## src/rtl/grf_hazard_pkg.sv

```systemverilog
// Shared constants, FSM encoding and scoreboard entry type for the GRF hazard controller.
package grf_hazard_pkg;

  localparam logic [1:0] TUSE_NONE = 2'd3;

  localparam logic [1:0] FWD_GRF = 2'd0;
  localparam logic [1:0] FWD_E   = 2'd1;
  localparam logic [1:0] FWD_M   = 2'd2;

  typedef enum logic {
    MD_IDLE = 1'b0,
    MD_BUSY = 1'b1
  } md_state_e;

  typedef struct packed {
    logic [4:0] dst;
    logic [1:0] tnew;
  } sb_entry_t;

  // Tnew saturates at zero once the result exists.
  function automatic logic [1:0] tnew_dec(input logic [1:0] t);
    return (t == 2'd0) ? 2'd0 : t - 2'd1;
  endfunction

endpackage

```

## src/rtl/grf_hazard_ctrl_md_busy_timer.sv

```systemverilog
// Mult/div busy timer: down-counter loaded on md_start_e, plus a sticky error flag.
//  state   | meaning
//  MD_IDLE | unit free, waiting for md_start_e
//  MD_BUSY | r_count cycles of mult/div latency remain
module md_busy_timer
  import grf_hazard_pkg::*;
#(
  parameter int MULT_LAT = 5,
  parameter int DIV_LAT  = 10
) (
  input  logic clk,
  input  logic reset,
  input  logic md_start_e,
  input  logic md_is_div_e,
  output logic md_busy,
  output logic md_err
);

  localparam int MAX_LAT = (DIV_LAT > MULT_LAT) ? DIV_LAT : MULT_LAT;
  localparam int CW      = $clog2(MAX_LAT + 1);
  localparam logic [CW-1:0] W_MULT = CW'(MULT_LAT);
  localparam logic [CW-1:0] W_DIV  = CW'(DIV_LAT);

  md_state_e     r_state;
  logic [CW-1:0] r_count;
  logic          r_err;

  always_ff @(posedge clk or negedge reset) begin
    if (!reset) begin
      r_state <= MD_IDLE;
      r_count <= '0;
      r_err   <= 1'b0;
    end else begin
      case (r_state)
        MD_IDLE: begin
          if (md_start_e) begin
            r_state <= MD_BUSY;
            r_count <= md_is_div_e ? W_DIV : W_MULT;
          end
        end
        MD_BUSY: begin
          // A second start while busy is dropped; only the error records it.
          if (md_start_e) r_err <= 1'b1;
          if (r_count == CW'(1)) begin
            r_state <= MD_IDLE;
            r_count <= '0;
          end else begin
            r_count <= r_count - CW'(1);
          end
        end
        default: begin
          r_state <= MD_IDLE;
          r_count <= '0;
        end
      endcase
    end
  end

  assign md_busy = (r_state == MD_BUSY);
  assign md_err  = r_err;

endmodule

```

## src/rtl/grf_hazard_ctrl.sv

```systemverilog
// Decode-stage hazard controller: E/M write scoreboard, forwarding selects,
// stall generation and mult/div busy tracking.
module grf_hazard_ctrl
  import grf_hazard_pkg::*;
#(
  parameter int MULT_LAT = 5,
  parameter int DIV_LAT  = 10
) (
  input  logic       clk,
  input  logic       reset,
  input  logic [4:0] rs_d,
  input  logic [1:0] rs_tuse_d,
  input  logic [4:0] rt_d,
  input  logic [1:0] rt_tuse_d,
  input  logic [4:0] dst_d,
  input  logic [1:0] tnew_d,
  input  logic       md_use_d,
  input  logic       md_start_e,
  input  logic       md_is_div_e,
  output logic       stall,
  output logic [1:0] fwd_rs_sel,
  output logic [1:0] fwd_rt_sel,
  output logic       md_busy,
  output logic       md_err
);

  sb_entry_t  r_e;
  sb_entry_t  r_m;
  logic [2:0] w_rs_chk;
  logic [2:0] w_rt_chk;
  logic       w_md_busy;
  logic       w_stall;

  // Returns {hazard, select}; the youngest matching entry decides.
  function automatic logic [2:0] src_check(input logic [4:0] s, input logic [1:0] tuse,
                                           input sb_entry_t e, input sb_entry_t m);
    logic [2:0] r;
    r = {1'b0, FWD_GRF};
    if (s != 5'd0 && tuse != TUSE_NONE) begin
      if (e.dst == s) begin
        if (e.tnew == 2'd0)     r = {1'b0, FWD_E};
        else if (e.tnew > tuse) r = {1'b1, FWD_GRF};
      end else if (m.dst == s) begin
        if (m.tnew == 2'd0)     r = {1'b0, FWD_M};
        else if (m.tnew > tuse) r = {1'b1, FWD_GRF};
      end
    end
    return r;
  endfunction

  assign w_rs_chk = src_check(rs_d, rs_tuse_d, r_e, r_m);
  assign w_rt_chk = src_check(rt_d, rt_tuse_d, r_e, r_m);

  assign w_stall = w_rs_chk[2] | w_rt_chk[2] | (md_use_d & (w_md_busy | md_start_e));

  always_ff @(posedge clk or negedge reset) begin
    if (!reset) begin
      r_e <= '0;
      r_m <= '0;
    end else begin
      r_m <= '{dst: r_e.dst, tnew: tnew_dec(r_e.tnew)};
      r_e <= w_stall ? '0 : '{dst: dst_d, tnew: tnew_d};
    end
  end

  // The instruction asserting md_start_e is already in E, so a D-stage stall does not hold it back.
  md_busy_timer #(
    .MULT_LAT (MULT_LAT),
    .DIV_LAT  (DIV_LAT)
  ) u_md_timer (
    .clk         (clk),
    .reset       (reset),
    .md_start_e  (md_start_e),
    .md_is_div_e (md_is_div_e),
    .md_busy     (w_md_busy),
    .md_err      (md_err)
  );

  assign stall      = w_stall;
  assign fwd_rs_sel = w_rs_chk[1:0];
  assign fwd_rt_sel = w_rt_chk[1:0];
  assign md_busy    = w_md_busy;

endmodule
```

## config.mk

```make
export PLATFORM = sky130hd
export DESIGN_NAME = grf_hazard_ctrl
export DESIGN_NICKNAME = d
export VERILOG_FILES = /design/src/rtl/grf_hazard_pkg.sv /design/src/rtl/grf_hazard_ctrl_md_busy_timer.sv /design/src/rtl/grf_hazard_ctrl.sv
export SDC_FILE = /design/constraint.sdc
export NUM_CORES = 1
export LEC_CHECK = 0
export CORE_MARGIN = 3
export CORE_UTILIZATION = 45
export CTS_CLUSTER_SIZE = 24
export DETAILED_ROUTE_END_ITERATION = 12
export PLACE_DENSITY = 0.74
export SLEW_MARGIN = 20
export SYNTH_ARGS = -nofsm -noshare
export SYNTH_HDL_FRONTEND = slang
export SYNTH_SLANG_ARGS = --single-unit
```

## constraint.sdc

```tcl
create_clock -name clk -period 4.2 [get_ports clk]
set_input_delay 0.63 -clock clk [delete_from_list [all_inputs] [get_ports clk]]
set_output_delay 0.63 -clock clk [all_outputs]
set_load 0.02 [all_outputs]
```

==> impl.org <==
** Finish
- Number of nets at the end of the flow :: approximately 210
- Finished Core Util :: 61.51%
- Area growth from synthesis to layout :: 28.88%
- Commonest cells after routing, fill and taps aside :: clkdlybuf4s50_1 (32), dfrtp_1 (20), xor2_1 (14), inv_1 (13), ha_1 (10)
- In the final layout, the share of cells above drive strength 1 is 7.558%.
- FILL cells :: 245
- The library cell used most frequently in the layout, excluding fill and tap cells, is clkdlybuf4s50_1.
- The number of antenna diodes in the final layout is 0.

** Power
- Reg power frac :: 43.3%
- Switching part of the total power :: 33.02%
- Internal power comes to ~440 uW.
- Peak supply drop :: roughly 0.27 mV
- Combinational group share of total power :: 33.5%
- Total power consumption of the routed design :: 657.1 uW
- For this design the ratio of total power to cell area is about 380 nW/um2.
- The analysis attributes to net switching a power of 217.0 uW.
- Leakage power :: 0.7612 nW
- Clk pwr share :: 23.2%

** Placed design
- Summed over all nets, the half-perimeter wirelength after detailed placement is 2488 um.
- The congestion estimate from routability-driven global placement came to 0.8853.
- Before CTS, the worst setup slack after placement is approximately 0.46 ns.
- Port Buffers :: 32

** Route
- Routed via count divided by cell count :: 5.468
- Via total after detailed routing :: 1110
- Residual antenna-violating net count after detailed routing :: 0
- For this block, the initial DRC count from the detailed router was 30.
- Dividing the detail-routed wire length by the instance count gives about 15 um.
- The pre-antenna-repair detailed-routing pass consisted of 4 iterations.
- Summed over all layers, the routed wires come to 3001 um.
- Remaining DRCs :: 0

** Setup path
- Data arrives at the worst endpoint at 3.13 ns.
- Critical path start-end classification :: primary input to output pin
- Worst-path fanout max :: 8
- The worst setup path is launched from a primary input.
- The worst setup path is captured at an output pin.
- Data on the critical path is required at its endpoint by 3.57 ns.

** GRT
- The number of global-route vias before repair was 1098.
- Global-route wire length before repair :: between 4000 and 5000 um
- Global routing used 17.34% of the available tracks across all layers.
- Summed over all layers, the global routing overflow is 0.
- Initial antenna violation count :: 0
- Entering global routing, the biggest net connects 21 pins.

** Yosys
- For this run, the number of Yosys warnings is 0.
- Summed instance area of the synthesized netlist :: 1339 um2
- Cells after synthesis :: between 100 and 150
- Number of enable flip-flop cells after synthesis :: 0
- In the synthesized netlist the async set-or-reset flop fraction comes to 100.0%.
- After synthesis the netlist holds a flip-flop and latch count of 20.
- The number of different library cells used by synthesis comes to 36.
- Counting every net in the synthesized netlist gives 176.
- The most used flip-flop cell after synthesis is dfrtp_1.
- A synthesized cell averages 9.563 um2.
- Proportion of synthesized chip area in sequential cells :: 37.38%

** Clock tree
- Clock-pin slew was measured on the worst setup and hold paths at about 0.10 ns.
- CTS saw 20 sinks.
- CTS tree :: built
- In this run, post-CTS repair resized a total of 0 instances.
- CTS buffer count :: 3
- The clock passes through at most 2 buffers.
- Later-pin clock latency in the skew report :: 0.29 ns
- Setup repair bufs after CTS :: 0
- CTS built an H-tree with a depth of 1.
- Hold-fix buffers at CTS :: 0
- Clock root cell :: clkbuf_4

** Floorplan
- The die is between 60 and 70 um wide.
- For this design the top-level I/O count stands at 33.
- The die is slightly above 60 um tall.
- Number of rows created at floorplan :: 19
- Initial core utilization :: between 40% and 50%
- Total core area :: 2805 um2
- Die outline area :: 3666 um2

** Timing
- Min setup slack post-route :: ~0.44 ns
- Transition time at the pin with the least slew margin :: between 0.8 and 0.9 ns
- Final setup violation count :: 0
- For this run, the top clock speed supported by timing is 0.2658 GHz.
- Final Critical Period :: 3.762 ns
- Clock Skews :: roughly 0.0053 ns
- Hold is met by 0.4667 ns.
- Crit share post-route :: 89.58%
- Relative slew slack :: 42.42%
- Total Negative Setup Slacks :: 0 ns
- The number of hold violations in the final report was 0.
- RSZ-0062 raised after global routing :: false
- The number of max-slew violations in the final report is 0.

** Hold path
- The worst hold path belongs to the class flop to flop.

** Run
- Max-cap violation count :: 0

** Status
- Status :: completed
flip-flops by register name, indices dropped and copies added (netlist names):
register            flops
r_e                     7
r_m                     7
u_md_timer.r_count      4
u_md_timer.md_busy      1
u_md_timer.md_err       1
per-layer routing:
| layer | wire length (um) | up-vias | GRT usage, % |
|---|---|---|---|
| met5 | 0 | - | 0 |
| met2 | 1438 | 21 | 28.86 |
| met1 | 1458 | 526 | 24.13 |
| li1 | - | 561 | - |
| met4 | 11 | 0 | 4.644 |
| met3 | 93 | 2 | 1.915 |
layout make-up:
type / instances / area, um2 / area share [%]
Clock buffer: 3 / 22.52 / 1.305
Sequential cell: 20 / 500.5 / 29.01
Tap cell: 31 / 38.79 / 2.248
Multi-Input combinational cell: 103 / 764.5 / 44.31
Timing Repair Buffer: 32 / 320.3 / 18.56
Inverter: 13 / 48.80 / 2.828
Clock inverter: 1 / 30.03 / 1.740
Yosys cell counts (all sizes together) (2+ instances only):
cell type / n / share of area, %
inv: 13 / 3.6
nand3: 9 / 3.4
nor3: 9 / 3.4
dfrtp: 20 / 37
buf: 3 / 1.6
and3: 4 / 2.3
or4: 2 / 1.7
a211oi: 3 / 1.7
nand2b: 3 / 1.4
o221ai: 2 / 1.3
nand2: 6 / 1.7
ha: 10 / 9.3
xnor2: 6 / 3.9
nor2b: 2 / 0.93
nor2: 6 / 1.7
a221oi: 2 / 1.3
or3: 2 / 0.93
o21ai: 3 / 2.2
xor2: 14 / 9.2
a21oi: 7 / 2.6
nor4: 5 / 2.8
path summary, 6_finish.rpt:
| path | from | end | slack [ns] | cells past startpoint |
|---|---|---|---|---|
| hold / removal | r_e[3] | r_m[3] | 0.47 | 0 |
| min in group asynchronous | reset | u_md_timer.r_count[2] | 0.81 | 1 |
| setup / recovery | rs_d[1] | stall | 0.44 | 7 |
| hold reg to reg | r_e[3] | r_m[3] | 0.47 | 0 |
| setup reg to reg | r_e[0] | r_e[4] | 2.33 | 6 |
| max in group asynchronous | reset | r_e[5] | 2.86 | 1 |
power by group through the flow:
stage | Clock (mW) | Sequential (mW) | Combinational [mW]
2_1_floorplan | 0 | 0.269 | 0.151
3_3_place_gp | 0 | 0.282 | 0.212
3_5_place_dp | 0 | 0.287 | 0.220
4_1_cts | 0.157 | 0.284 | 0.223
5_1_grt | 0.163 | 0.291 | 0.247
6_report | 0.153 | 0.284 | 0.220
stage by stage:
stage | cell area, um2 | cells
after floorplan | 1339 | 140
after global placement | 1673 | 199
after detailed placement | 1673 | 199
after CTS | 1725 | 203
after global routing | 1725 | 203
final | 1725 | 203
kinds of logic (layout without fill, tap and decap cells):
group                    Yosys count  in the layout  synth area share, %
AO/OA/AOI/OAI                     22             22                12.52
flip-flops                        20             20                37.38
adder cells (fa/ha/maj)           10             10                9.346
AND/OR/NAND/NOR                   51             51                22.15
XOR/XNOR                          20             20                13.08
buffers and inverters             17             49                5.514
worst max-delay path, cell delays in order:
cell and delay (ns):
clkdlybuf4s50_1 0.48, or4_4 0.57, o21a_1 0.19, a41oi_2 0.30, nand2_1 0.09, or3_1 0.33
clkdlybuf4s50_1 0.55
Note: power is estimated with default switching activity, not from simulation.
